File: config.mk
export PLATFORM = sky130hd
export DESIGN_NAME = axi_cmd_arbiter_flat
export DESIGN_NICKNAME = d
export VERILOG_FILES = /design/src/rtl/axi_cmd_arbiter_pkg.sv /design/src/rtl/axi_cmd_arbiter_if.sv /design/src/rtl/axi_cmd_arbiter_rr_arbiter.sv /design/src/rtl/axi_cmd_arbiter.sv /design/src/flat_wrapper.sv
export SDC_FILE = /design/constraint.sdc
export NUM_CORES = 1
export LEC_CHECK = 0
export ABC_AREA = 1
export ABC_CLOCK_PERIOD_IN_PS = 5900
export CORE_AREA = 2 2 104 106
export DETAILED_ROUTE_END_ITERATION = 7
export DIE_AREA = 0 0 106 108
export SLEW_MARGIN = 20
export SYNTH_ARGS = -nofsm -noshare
export SYNTH_HDL_FRONTEND = slang
export SYNTH_SLANG_ARGS = --single-unit
File: constraint.sdc
create_clock -name aclk -period 5.9 [get_ports aclk]
set_clock_uncertainty 0.05 [all_clocks]
set_input_delay 1.18 -clock aclk [delete_from_list [all_inputs] [get_ports aclk]]
set_output_delay 1.18 -clock aclk [all_outputs]
set_load 0.03 [all_outputs]
File: src/rtl/axi_cmd_arbiter_pkg.sv
// Shared types and constants for the AXI command arbiter slice.
// Contents: FSM state enum, AXI response codes, burst geometry constants,
// and a helper that sizes requester-index fields.
package axi_arb_pkg;

    typedef enum logic [1:0] {
        IDLE  = 2'd0,
        ISSUE = 2'd1,
        WAIT  = 2'd2,
        RESP  = 2'd3
    } arb_state_t;

    localparam logic [1:0] RESP_OKAY   = 2'b00;
    localparam logic [1:0] RESP_SLVERR = 2'b10;

    localparam int unsigned BEAT_BYTES     = 4;
    localparam int unsigned BOUNDARY_BYTES = 4096;

    // Width of a requester index; never narrower than one bit.
    function automatic int unsigned id_width(input int unsigned n);
        return (n > 1) ? $clog2(n) : 1;
    endfunction

endpackage

File: src/rtl/axi_cmd_arbiter_if.sv
// Bundle of requester-side and engine-side handshake signals for the
// AXI command arbiter.
//   slave  : arbiter view (takes requests, drives responses and engine cmd)
//   master : client/engine view (drives requests, cmd_ready, done)
interface axi_cmd_arbiter_if
    import axi_arb_pkg::*;
#(
    parameter int unsigned NUM_REQ = 2,
    parameter int unsigned ADDR_W  = 32,
    parameter int unsigned LEN_W   = 8
);
    localparam int unsigned ID_W = id_width(NUM_REQ);

    // Requester side
    logic [NUM_REQ-1:0]             req_valid;
    logic [NUM_REQ-1:0]             req_write;
    logic [NUM_REQ-1:0][ADDR_W-1:0] req_addr;
    logic [NUM_REQ-1:0][LEN_W-1:0]  req_len;
    logic [NUM_REQ-1:0]             req_ready;
    logic [NUM_REQ-1:0]             rsp_valid;
    logic [1:0]                     rsp_resp;

    // Engine side
    logic                           cmd_valid;
    logic                           cmd_ready;
    logic                           cmd_write;
    logic [ADDR_W-1:0]              cmd_addr;
    logic [LEN_W-1:0]               cmd_len;
    logic [ID_W-1:0]                cmd_id;
    logic                           done_valid;
    logic [1:0]                     done_resp;

    modport slave (
        input  req_valid, req_write, req_addr, req_len,
        output req_ready, rsp_valid, rsp_resp,
        output cmd_valid, cmd_write, cmd_addr, cmd_len, cmd_id,
        input  cmd_ready, done_valid, done_resp
    );

    modport master (
        output req_valid, req_write, req_addr, req_len,
        input  req_ready, rsp_valid, rsp_resp,
        input  cmd_valid, cmd_write, cmd_addr, cmd_len, cmd_id,
        output cmd_ready, done_valid, done_resp
    );

endinterface

File: src/rtl/axi_cmd_arbiter_rr_arbiter.sv
// Combinational round-robin picker.
//   req_i        : request vector
//   last_grant_i : index granted most recently; search starts one above it
//   grant_o      : one-hot grant
//   idx_o        : binary index of the grant
//   any_o        : at least one request present
module rr_arbiter
    import axi_arb_pkg::*;
#(
    parameter int unsigned N  = 2,
    parameter int unsigned IW = id_width(N)
) (
    input  logic [N-1:0]  req_i,
    input  logic [IW-1:0] last_grant_i,
    output logic [N-1:0]  grant_o,
    output logic [IW-1:0] idx_o,
    output logic          any_o
);

    always_comb begin
        logic [N-1:0] rot;
        int unsigned  cand;
        grant_o = '0;
        idx_o   = '0;
        any_o   = 1'b0;
        rot     = '0;
        cand    = 0;
        // Walk last_grant+1 .. last_grant+N (mod N); the first hit wins.
        for (int unsigned i = 1; i <= N; i++) begin
            cand = (i + 32'(last_grant_i)) % N;
            rot  = req_i >> cand;
            if (!any_o && rot[0]) begin
                any_o = 1'b1;
                idx_o = IW'(cand);
            end
        end
        if (any_o) begin
            grant_o = N'(1) << idx_o;
        end
    end

endmodule

File: src/rtl/axi_cmd_arbiter.sv
// Shares one AXI burst engine between NUM_REQ requesters.
// Picks a requester round-robin, rejects bursts crossing a 4 KB boundary
// with SLVERR, forwards accepted commands to the engine, waits for the
// engine's completion and returns its response to the granted requester.
//   aclk, areset  : clock, asynchronous active-high reset
//   bus           : requester and engine handshakes (slave modport)
//   busy          : FSM not in IDLE
//   spurious_done : sticky, done_valid seen outside WAIT
module axi_cmd_arbiter
    import axi_arb_pkg::*;
#(
    parameter int unsigned NUM_REQ = 2,
    parameter int unsigned ADDR_W  = 32,
    parameter int unsigned LEN_W   = 8
) (
    input  logic             aclk,
    input  logic             areset,
    axi_cmd_arbiter_if.slave bus,
    output logic             busy,
    output logic             spurious_done
);

    localparam int unsigned ID_W = id_width(NUM_REQ);

    arb_state_t         state_q, state_d;
    logic [ID_W-1:0]    last_grant_q, last_grant_d;
    logic [ID_W-1:0]    id_q, id_d;
    logic               write_q, write_d;
    logic [ADDR_W-1:0]  addr_q, addr_d;
    logic [LEN_W-1:0]   len_q, len_d;
    logic [1:0]         resp_q, resp_d;
    logic               spurious_q, spurious_d;

    logic [NUM_REQ-1:0] rr_grant;
    logic [ID_W-1:0]    rr_idx;
    logic               rr_any;

    logic [13:0]        end_sum;
    logic               cross_4k;

    rr_arbiter #(
        .N (NUM_REQ)
    ) u_rr (
        .req_i        (bus.req_valid),
        .last_grant_i (last_grant_q),
        .grant_o      (rr_grant),
        .idx_o        (rr_idx),
        .any_o        (rr_any)
    );

    // Byte offset just past the last beat, relative to the 4 KB page.
    always_comb begin
        end_sum  = 14'({1'b0, bus.req_addr[rr_idx][11:0]})
                 + (14'(bus.req_len[rr_idx]) + 14'd1) * 14'(BEAT_BYTES);
        cross_4k = end_sum > 14'(BOUNDARY_BYTES);
    end

    always_ff @(posedge aclk or posedge areset) begin
        if (areset) begin
            state_q      <= IDLE;
            last_grant_q <= ID_W'(NUM_REQ - 1);
            id_q         <= '0;
            write_q      <= 1'b0;
            addr_q       <= '0;
            len_q        <= '0;
            resp_q       <= RESP_OKAY;
            spurious_q   <= 1'b0;
        end else begin
            state_q      <= state_d;
            last_grant_q <= last_grant_d;
            id_q         <= id_d;
            write_q      <= write_d;
            addr_q       <= addr_d;
            len_q        <= len_d;
            resp_q       <= resp_d;
            spurious_q   <= spurious_d;
        end
    end

    always_comb begin
        state_d       = state_q;
        last_grant_d  = last_grant_q;
        id_d          = id_q;
        write_d       = write_q;
        addr_d        = addr_q;
        len_d         = len_q;
        resp_d        = resp_q;
        spurious_d    = spurious_q | (bus.done_valid && (state_q != WAIT));
        bus.req_ready = '0;
        bus.cmd_valid = 1'b0;
        bus.rsp_valid = '0;
        bus.rsp_resp  = RESP_OKAY;

        unique case (state_q)
            IDLE: begin
                // Gated by areset so no acceptance pulse is shown while reset is held.
                if (rr_any && !areset) begin
                    bus.req_ready = rr_grant;
                    write_d       = bus.req_write[rr_idx];
                    addr_d        = bus.req_addr[rr_idx];
                    len_d         = bus.req_len[rr_idx];
                    id_d          = rr_idx;
                    if (cross_4k) begin
                        resp_d  = RESP_SLVERR;
                        state_d = RESP;
                    end else begin
                        state_d = ISSUE;
                    end
                end
            end
            ISSUE: begin
                bus.cmd_valid = 1'b1;
                if (bus.cmd_ready) begin
                    state_d = WAIT;
                end
            end
            WAIT: begin
                if (bus.done_valid) begin
                    resp_d  = bus.done_resp;
                    state_d = RESP;
                end
            end
            RESP: begin
                bus.rsp_valid = NUM_REQ'(1) << id_q;
                bus.rsp_resp  = resp_q;
                last_grant_d  = id_q;
                state_d       = IDLE;
            end
            default: state_d = IDLE;
        endcase
    end

    assign bus.cmd_write  = write_q;
    assign bus.cmd_addr   = addr_q;
    assign bus.cmd_len    = len_q;
    assign bus.cmd_id     = id_q;
    assign busy           = (state_q != IDLE);
    assign spurious_done  = spurious_q;

endmodule

File: src/flat_wrapper.sv
// flat-port wrapper written by rule: the top's interface ports become plain ports
module axi_cmd_arbiter_flat import axi_arb_pkg::*;
#(
    parameter int unsigned NUM_REQ = 2,
    parameter int unsigned ADDR_W  = 32,
    parameter int unsigned LEN_W   = 8
)
  (aclk, areset, busy, spurious_done, bus_req_valid, bus_req_write, bus_req_addr, bus_req_len, bus_req_ready, bus_rsp_valid, bus_rsp_resp, bus_cmd_valid, bus_cmd_write, bus_cmd_addr, bus_cmd_len, bus_cmd_id, bus_cmd_ready, bus_done_valid, bus_done_resp);
  axi_cmd_arbiter_if #(.NUM_REQ(NUM_REQ), .ADDR_W(ADDR_W), .LEN_W(LEN_W)) bus_i ();
  input  logic aclk;
  input  logic areset;
  output logic busy;
  output logic spurious_done;
  input wire logic [$bits(bus_i.req_valid)-1:0] bus_req_valid;
  input wire logic [$bits(bus_i.req_write)-1:0] bus_req_write;
  input wire logic [$bits(bus_i.req_addr)-1:0] bus_req_addr;
  input wire logic [$bits(bus_i.req_len)-1:0] bus_req_len;
  output wire logic [$bits(bus_i.req_ready)-1:0] bus_req_ready;
  output wire logic [$bits(bus_i.rsp_valid)-1:0] bus_rsp_valid;
  output wire logic [$bits(bus_i.rsp_resp)-1:0] bus_rsp_resp;
  output wire logic [$bits(bus_i.cmd_valid)-1:0] bus_cmd_valid;
  output wire logic [$bits(bus_i.cmd_write)-1:0] bus_cmd_write;
  output wire logic [$bits(bus_i.cmd_addr)-1:0] bus_cmd_addr;
  output wire logic [$bits(bus_i.cmd_len)-1:0] bus_cmd_len;
  output wire logic [$bits(bus_i.cmd_id)-1:0] bus_cmd_id;
  input wire logic [$bits(bus_i.cmd_ready)-1:0] bus_cmd_ready;
  input wire logic [$bits(bus_i.done_valid)-1:0] bus_done_valid;
  input wire logic [$bits(bus_i.done_resp)-1:0] bus_done_resp;
  assign bus_i.req_valid = bus_req_valid;
  assign bus_i.req_write = bus_req_write;
  assign bus_i.req_addr = bus_req_addr;
  assign bus_i.req_len = bus_req_len;
  assign bus_req_ready = bus_i.req_ready;
  assign bus_rsp_valid = bus_i.rsp_valid;
  assign bus_rsp_resp = bus_i.rsp_resp;
  assign bus_cmd_valid = bus_i.cmd_valid;
  assign bus_cmd_write = bus_i.cmd_write;
  assign bus_cmd_addr = bus_i.cmd_addr;
  assign bus_cmd_len = bus_i.cmd_len;
  assign bus_cmd_id = bus_i.cmd_id;
  assign bus_i.cmd_ready = bus_cmd_ready;
  assign bus_i.done_valid = bus_done_valid;
  assign bus_i.done_resp = bus_done_resp;
  axi_cmd_arbiter #(.NUM_REQ(NUM_REQ), .ADDR_W(ADDR_W), .LEN_W(LEN_W)) u_core (.aclk(aclk), .areset(areset), .bus(bus_i), .busy(busy), .spurious_done(spurious_done));
endmodule
; After elaboration in Yosys (flattened, before gate mapping)
; Index checks and enable logic that the tools add are counted.
; W data, S select, Z words.
[totals]
register_bits = 48
inputBits = 90
output_inout_bits = 51
[op_classes]
add_sub_neg = 4
n_lt_le_gt_ge = 2
n_eq_ne = 8
shift = 4
muxes = 25
n_bitwise = 1
n_reduce_logical = 11
[op_table]
columns = op, count
row1 = $mux W32, 2
row2 = $mux W2, 12
row3 = $mux W8, 2
row4 = $add A12 B14 Y14, 1
row5 = $gt A14 B13 Y1 const B, 1
row6 = $add A8 B1 Y9 const B, 1
row7 = $pmux W2 S4, 1
row8 = $mux W1, 7
row9 = $ne A2 B2 Y1 const B, 3
row10 = $eq A2 B2 Y1 const B, 2
row11 = $ne A2 B1 Y1 const B, 2
row12 = $pmux W2 S2, 1
row13 = $reduce_and A4 Y1, 1
row14 = $reduce_bool A2 Y1, 2
row15 = $shl A1 B1 Y2 const A, 2
row16 = $shr A2 B1 Y1, 2
row17 = $logic_and A1 B1 Y1, 3
row18 = $reduce_and A3 Y1, 1
row19 = $add A1 B1 Y1 const A, 2
row20 = $eq A2 B1 Y1 const B, 1
row21 = $logic_not A1 Y1, 2
row22 = $logic_not A2 Y1, 1
row23 = $lt A1 B2 Y1 const B, 1
row24 = $reduce_and A2 Y1, 1
row25 = $or A1 B1 Y1, 1

; Logic depth before layout (Yosys ltp)
; Gate-level depths: netlist of the first run.
[logic_depth]
depth_word = 14
mapped_depth = 25
ltp_nobuf = 25

; Hierarchy
; A second synthesis of the first run with hierarchy kept.
[unflattened]
cells_unflattened = 453
area_unflattened_um2 = 3111.7
[modules_own_cells]
columns = mod, instances, cells_each, area_each_um2, seq_area_each_um2
row1 = axi_cmd_arbiter, 1, 446, 3081.7, 1202.4
row2 = rr_arbiter, 1, 7, 30.0, 0.0

; Worst setup path after synthesis of the first run
; Ideal clock, no wire load.
[synth_path]
path_type = input port to output port
from = input port areset
to = output port bus_req_ready[0]
t_arrival_ps = 3177
required_time_ps = 4670
path_slack_ps = 1493
stages = 6
n_path_buf = 1
cell_sequence = inv_1 -> o21ai_1 -> nor2_2 -> inv_2 -> nor2_2 -> buf_2
[synth_between]
elab_chain_len = 4
[synth_rtl]
columns = element, line_no
row1 = "start, declared", flat_wrapper.sv:11  ; input logic areset;
row2 = $logic_not A1 Y1 (no source line), --
row3 = $logic_and A1 B1 Y1, axi_cmd_arbiter.sv:97  ; if (rr_any && !areset) begin
row4 = $mux W2, axi_cmd_arbiter.sv:97
row5 = $mux W2, axi_cmd_arbiter.sv:94  ; unique case (state_q)
row6 = "end, declared", flat_wrapper.sv:18  ; output wire logic [$bits(bus_i.req_ready)-1:0] bus_req_ready;
; Every way passes these cells.

; Worst setup path after layout of the first run
[layout_path]
from = input port bus_req_valid[0]
to = register u_core.resp_q[1]
[layout_between]
elab_chain_len = 12
elab_cells_between_ends = 19
[layout_rtl]
columns = element, line_no
row1 = "start, declared", flat_wrapper.sv:14  ; input wire logic [$bits(bus_i.req_valid)-1:0] bus_req_valid;
row2 = $shr A2 B1 Y1, axi_cmd_arbiter_rr_arbiter.sv:31  ; rot = req_i >> cand;
row3 = $mux W1, axi_cmd_arbiter_rr_arbiter.sv:32  ; if (!any_o && rot[0]) begin
row4 = $logic_not A1 Y1, axi_cmd_arbiter_rr_arbiter.sv:32
row5 = $logic_and A1 B1 Y1, axi_cmd_arbiter_rr_arbiter.sv:32
row6 = $mux W1, axi_cmd_arbiter_rr_arbiter.sv:32
row7 = $mux W8 (implied by the code) (2 in series), axi_cmd_arbiter.sv:54  ; + (14'(bus.req_len[rr_idx]) + 14'd1) * 14'(BEAT_BYTES);
row8 = $add A8 B1 Y9, axi_cmd_arbiter.sv:54
row9 = $add A12 B14 Y14, axi_cmd_arbiter.sv:54
row10 = $gt A14 B13 Y1, axi_cmd_arbiter.sv:55  ; cross_4k = end_sum > 14'(BOUNDARY_BYTES);
row11 = $ne A2 B1 Y1 (no source line), --
row12 = $reduce_and A4 Y1 (no source line) *, --
row13 = "end signal, assigned", axi_cmd_arbiter.sv:75  ; resp_q <= resp_d;
row14 = "end, declared", axi_cmd_arbiter.sv:31  ; logic [1:0] resp_q, resp_d;
; Mark *: on every way between the ends. The rest lies on a longest branch, timed or not. The select of a mux whose other input is x is not followed.
; A chain may end at the register's enable or synchronous reset.

==> results.yml, run 1 <==
timing:
  drv_slew: 0
  timing.fmax_ghz: 0.215
  setup_tns_ns: 0
  period_needed_ns: 4.65
  whs_ns: 0.431
  rsz0062_at_grt: "no"
  slew-limit-headroom_pct: 59.0
  tightest_slew_ns: 0.615
  period_share_pct: 78.7
  finalHoldViolations: 0
  setup-violations-final: 0
die:
  std_cell_rows: 37
  die_width_um: 106
  dieArea_mm2: 0.0114
  dieHeight_um: 108
  start_util_pct: 29.7
  core-area_mm2: 0.0102
  io_pins: 141
worst_setup_path:
  critPathMaxFanout: 26
  r2r_cells: 25
  r2r_slack_ns: 2.08
  crit_arrival_ns: 4.78
  endpoint_kind: "flop"
  rr_startpoint: "u_core.last_grant_q"
  slowest_delay_ns: 0.48
  cp_common_cell: "nand2_1"
  r2r-end: "u_core.resp_q[1]"
  slowest_stage: "clkdlybuf4s50_1"
  worstSetupStartpointType: "input port"
  cp.required_ns: 6.04
  criticalPathCategory: "in -> reg"
cts:
  clkSinkCount: 48
  ctsHtreeMaxLevel: 2
  cts_resized: 0
  clock_latency_ns: 0.29
  path_clk_slew_ns: 0.08
  cts_buffers: 5
  cts_tree: "yes"
  cts_hold_buf: 0
  post_cts.repair.setup_buffers: 0
  cts_buffer_depth: 2
  cts_root_buffer: "clkbuf_8"
layout:
  multiInputGateArea_mm2: 0.00162
  area_growth_pct: 54.7
  n_antenna_cell: 0
  layout_common_cells: "nand2_1 (206), clkdlybuf4s50_1 (140), dfrtp_1 (47), inv_1 (35), nand3_1 (34)"
  layout_commonest_cell: "nand2_1"
  fin_nets: 673
  drive_above_1_share_pct: 8.08
  fillers: 1021
  regArea_mm2: 0.00120
synthesis:
  synth_top_area_share_pct: 38.7
  yosysUniqueCellTypes: 33
  netlist.top_cell.by_area: "dfrtp_1"
  syn_inst: 429
  yosysWarnings: 0
  syn_nets: 534
  ys_seq_elements: 48
  synth_top_cells_by_area: "dfrtp_1 (39%), nand2_1 (25%), ha_1 (5.8%), nand3_1 (5.6%), inv_1 (4.4%)"
  ys_seq_area_share_pct: 39.5
  syn_area_per_cell_um2: 7.09
  synth_area_mm2: 0.00304
pwr:
  total_power_mw: 2.03
  leakage_nw: 2.31
  powerDensity_mw_per_mm2: 432
  ir_drop_mv: 0.159
global_route:
  grt_usage_pct: 16.8
  grt_pass1_wl_mm: 15.5
  overflow: 0
  grt_antenna_before_repair: 0
  grt_pass1_vias: 3195
  grt_start_max_net_pins: 49
placement:
  gp_congestion: 0.885
  dp_hpwl_mm: 7.50
  port_buffers: 140
worst_hold_path:
  min_from: "u_core.last_grant_q"
  holdPathEnd: "u_core.last_grant_q"
  worstHoldPathType: "reg -> reg"
  hold_path_depth: 2
route:
  wl_per_cell_um: 13.6
  drc: 0
  num_vias: 3171
  via_per_inst: 4.50
  drtPass1Iterations: 4
  drtIter0Drc: 250
  postRouteAntennaNets: 0
  wl_mm: 9.59
outcome:
  status: "finished clean"
flow_run:
  drv_cap: 0
Yosys cell counts (all sizes together):
library cell    n
nand2         219
or2             2
dfrtp          47
nand4           1
nand3          36
nor3b           1
o21ai          14
a21oi           8
nand3b          3
inv            40
o21a            1
fa              1
xnor2           2
mux2i           2
nor2           18
o21bai          1
buf             9
xor2            4
dfstp           1
ha             14
clkbuf          4
a22o            1
how the worst max path moves through the flow:
stage	from	to	slack, ns	cells past startpoint
floorplan	areset	bus_req_ready[0]	1.49	6
global placement	bus_req_valid[0]	u_core.state_q[1]	1.10	25
detailed placement	bus_req_valid[0]	u_core.resp_q[1]	0.99	26
CTS	bus_req_valid[1]	bus_req_ready[0]	1.25	8
global route	bus_req_valid[0]	u_core.resp_q[1]	0.97	26
finish	bus_req_valid[0]	u_core.resp_q[1]	1.25	26
report_power, final:
group          switching, mW  leakage, nW  internal (mW)
Combinational          0.731         1.66          0.491
Clock                  0.110       0.0614          0.139
Sequential            0.0830        0.595          0.479
flip-flops by register name (all words and copies together), names as in the netlist:
| name | count |
|---|---|
| u_core.resp_q | 2 |
| u_core.last_grant_q | 1 |
| u_core.bus.cmd_addr | 32 |
| u_core.spurious_done | 1 |
| u_core.bus.cmd_write | 1 |
| u_core.bus.cmd_len | 8 |
| u_core.state_q | 2 |
| u_core.bus.cmd_id | 1 |
worst max-delay path, delay by kind of cell:
family	cells	cell delay, ns
XOR/XNOR	1	0.15
AND/OR/NAND/NOR	18	1.92
buffers and inverters	4	0.79
adder cells (fa/ha/maj)	2	0.61
AO/OA/AOI/OAI	1	0.12
logic make-up (layout without fill, tap and decap cells):
logic type / after synthesis / in the layout / synth area share (%)
xor gates and xnor gates: 6 / 6 / 1.73
AOI/OAI and AO/OA: 25 / 25 / 4.90
adders and majority gates: 15 / 15 / 6.42
DFF: 48 / 48 / 39.5
and+or+nand+nor: 280 / 280 / 39.6
buffers and inverters: 53 / 193 / 7.20
muxes: 2 / 2 / 0.658
through the flow:
stage,instances,worst slack [ns],utilization (%),instance area (µm²)
finish,705,1.25,46.0,4710
floorplan,429,1.49,-,3040
detailed placement,697,0.986,44.8,4580
CTS,705,1.25,46.0,4710
global placement,697,1.10,44.8,4580
global route,705,0.966,46.0,4710
area by class of cell:
type                    count  area share, %
clock buffers               6           1.75
clock inverters             2          0.824
inverters                  40           3.24
multi-input cells         328           34.4
flip-flops and latches     48           25.6
well taps                 136           3.62
repair buffers            145           30.6
routing by layer:
metal  track usage (%)  share of wire, %  vias up
met4              3.95              0.79        0
met2              30.1                48      131
met3              2.77               7.9        4
met5                 0                 0        -
li1                  -                 -     1604
met1              21.1                44     1432
No activity file was read; power rests on OpenSTA's default activity.
==> run 2: changes to the inputs <==
- ABC_CLOCK_PERIOD_IN_PS: 5900 -> 3870
- clock period: 5.9 -> 3.87 ns (I/O delays scaled with it)
==> run 2 against run 1 <==
Against the previous run:
- clock power up 46%
- core utilization up 1.2 points
- combinational power up 56%
- setup slack worse by 1.0 ns
- global-route usage up 0.32 points
- total power up 54%
- critical path type is now in -> out
==> results.yml, run 2 (synthesis results as in run 1) <==
flow_run:
  drv_cap: 0
worst_setup_path:
  endpoint_kind: "output pin"
  critPathMaxFanout: 24
  r2r_cells: 24
  criticalPathCategory: "in -> out"
  rr_startpoint: "u_core.last_grant_q"
  crit_arrival_ns: 2.80
  worstSetupStartpointType: "input port"
  endpoint: "bus_req_ready[0]"
  startpoint: "bus_req_valid[1]"
  r2r-end: "u_core.state_q[1]"
  r2r_slack_ns: 0.69
  cp.required_ns: 3.05
placement:
  place_area_mm2: 0.00470
  gp_congestion: 0.868
  port_buffers: 140
  dp_slack_ns: -0.0786
  dp_hpwl_mm: 7.72
  dp_cells: 711
route:
  via_per_inst: 4.47
  wl_mm: 9.58
  postRouteAntennaNets: 0
  wl_per_cell_um: 13.3
  drc: 0
  num_vias: 3211
  drtIter0Drc: 183
  drtPass1Iterations: 4
pwr:
  ir_drop_mv: 0.230
  leakage_nw: 2.38
  powerDensity_mw_per_mm2: 647
  p_sw_mw: 1.42
  pwr-share-seq_pct: 27.5
  clockPowerShare_pct: 11.6
  swShare_pct: 45.4
  p_int_mw: 1.70
  pwr-share-comb_pct: 60.9
layout:
  drive_above_1_share_pct: 11.0
  area_growth_pct: 58.6
  final_area_mm2: 0.00482
  n_antenna_cell: 0
  fin_cells: 719
  fin_nets: 687
  layout_commonest_cell: "nand2_1"
  largest_reg_flops: 32
  final_core_util_pct: 47.2
  layout_common_cells: "nand2_1 (206), clkdlybuf4s50_1 (138), dfrtp_1 (47), inv_1 (35), nand3_1 (34)"
die:
  io_pins: 141
  dieArea_mm2: 0.0114
  core-area_mm2: 0.0102
  start_util_pct: 29.7
  dieHeight_um: 108
  die_width_um: 106
  std_cell_rows: 37
cts:
  clkSinkCount: 48
  path_clk_slew_ns: 0.09
  clock_latency_ns: 0.30
  cts_root_buffer: "clkbuf_8"
  ctsHtreeMaxLevel: 2
  cts_buffers: 5
  cts_tree: "yes"
  cts_buffer_depth: 2
  post_cts.repair.setup_buffers: 0
timing:
  slew-limit-headroom_pct: 52.2
  period_needed_ns: 3.62
  drv_slew: 0
  timing.fmax_ghz: 0.276
  setup-violations-final: 0
  period_share_pct: 93.5
  rsz0062_at_grt: "no"
  setup_ws_ns: 0.250
  setup_tns_ns: 0
  finalHoldViolations: 0
  tightest_slew_ns: 0.717
outcome:
  status: "finished clean"
global_route:
  grt_antenna_before_repair: 0
  grt_usage_pct: 17.1
  grt_pass1_vias: 3196
  grt_start_max_net_pins: 49
  grt_pass1_wl_mm: 15.6
  overflow: 0
worst_hold_path:
  worstHoldPathType: "reg -> reg"
==> run 2: cell type report <==
cell class | count | area, µm²
clock buffers | 6 | 72.6
clock inverters | 2 | 35.0
fillers | 1006 | 5410
inverters | 40 | 153
multi-input cells | 328 | 1640
flip-flops and latches | 48 | 1200
well taps | 136 | 170
repair buffers | 159 | 1550
==> run 2: per-stage QoR <==
step | power, mW | hold slack (ns)
final | 3.12 | 0.431
after global routing | 3.36 | 0.449
after CTS | 3.15 | 0.432
after detailed placement | 2.77 | 0.414
after global placement | 2.74 | 0.402
after floorplan | 1.99 | 0.392
==> run 2: how the worst min path moves through the flow <==
stage | start | end | slack [ns] | depth (start not counted)
2_1_floorplan | u_core.resp_q[0] | u_core.resp_q[0] | 0.39 | 2
3_3_place_gp | u_core.last_grant_q | u_core.last_grant_q | 0.40 | 2
3_5_place_dp | u_core.bus.cmd_len[6] | u_core.bus.cmd_len[6] | 0.41 | 2
4_1_cts | u_core.last_grant_q | u_core.last_grant_q | 0.43 | 2
5_1_grt | u_core.spurious_done | u_core.spurious_done | 0.45 | 1
6_report | u_core.last_grant_q | u_core.last_grant_q | 0.43 | 2
==> run 2: power by group through the flow <==
stage	registers, mW	logic [mW]	clock network, mW
3_5_place_dp	0.871	1.90	0
2_1_floorplan	1.25	0.738	0
6_report	0.858	1.90	0.363
4_1_cts	0.861	1.91	0.374
3_3_place_gp	0.861	1.88	0
5_1_grt	0.888	2.08	0.396
==> run 2: timing repair <==
action	4_1_cts	5_1_grt
gates resized for setup	0	3
hold buffers	0	0
setup endpoints to repair	0	3
==> run 2: per-layer routing <==
metal  track usage [%]  up-vias  routed length (µm)  share of wire [%]
met5                 0        -                   0                  0
met4              5.45        0                 190                2.0
met3              3.44       10                 607                6.3
met2              30.8      115                4570                 48
met1              20.5     1457                4210                 44
li1                  -     1629                   -                  -
==> run 2: critical path, stage by stage <==
cell,delay (ns)
clkdlybuf4s50_1,0.52
o21ai_1,0.13
nor2_2,0.57
inv_2,0.38
nor2_2,0.23
buf_4,0.19
==> run 3: changes to the inputs <==
- SLEW_MARGIN: 20 -> 5
==> results of run 3 <==
Final layout, timing and power as in run 2 (identical DEF).
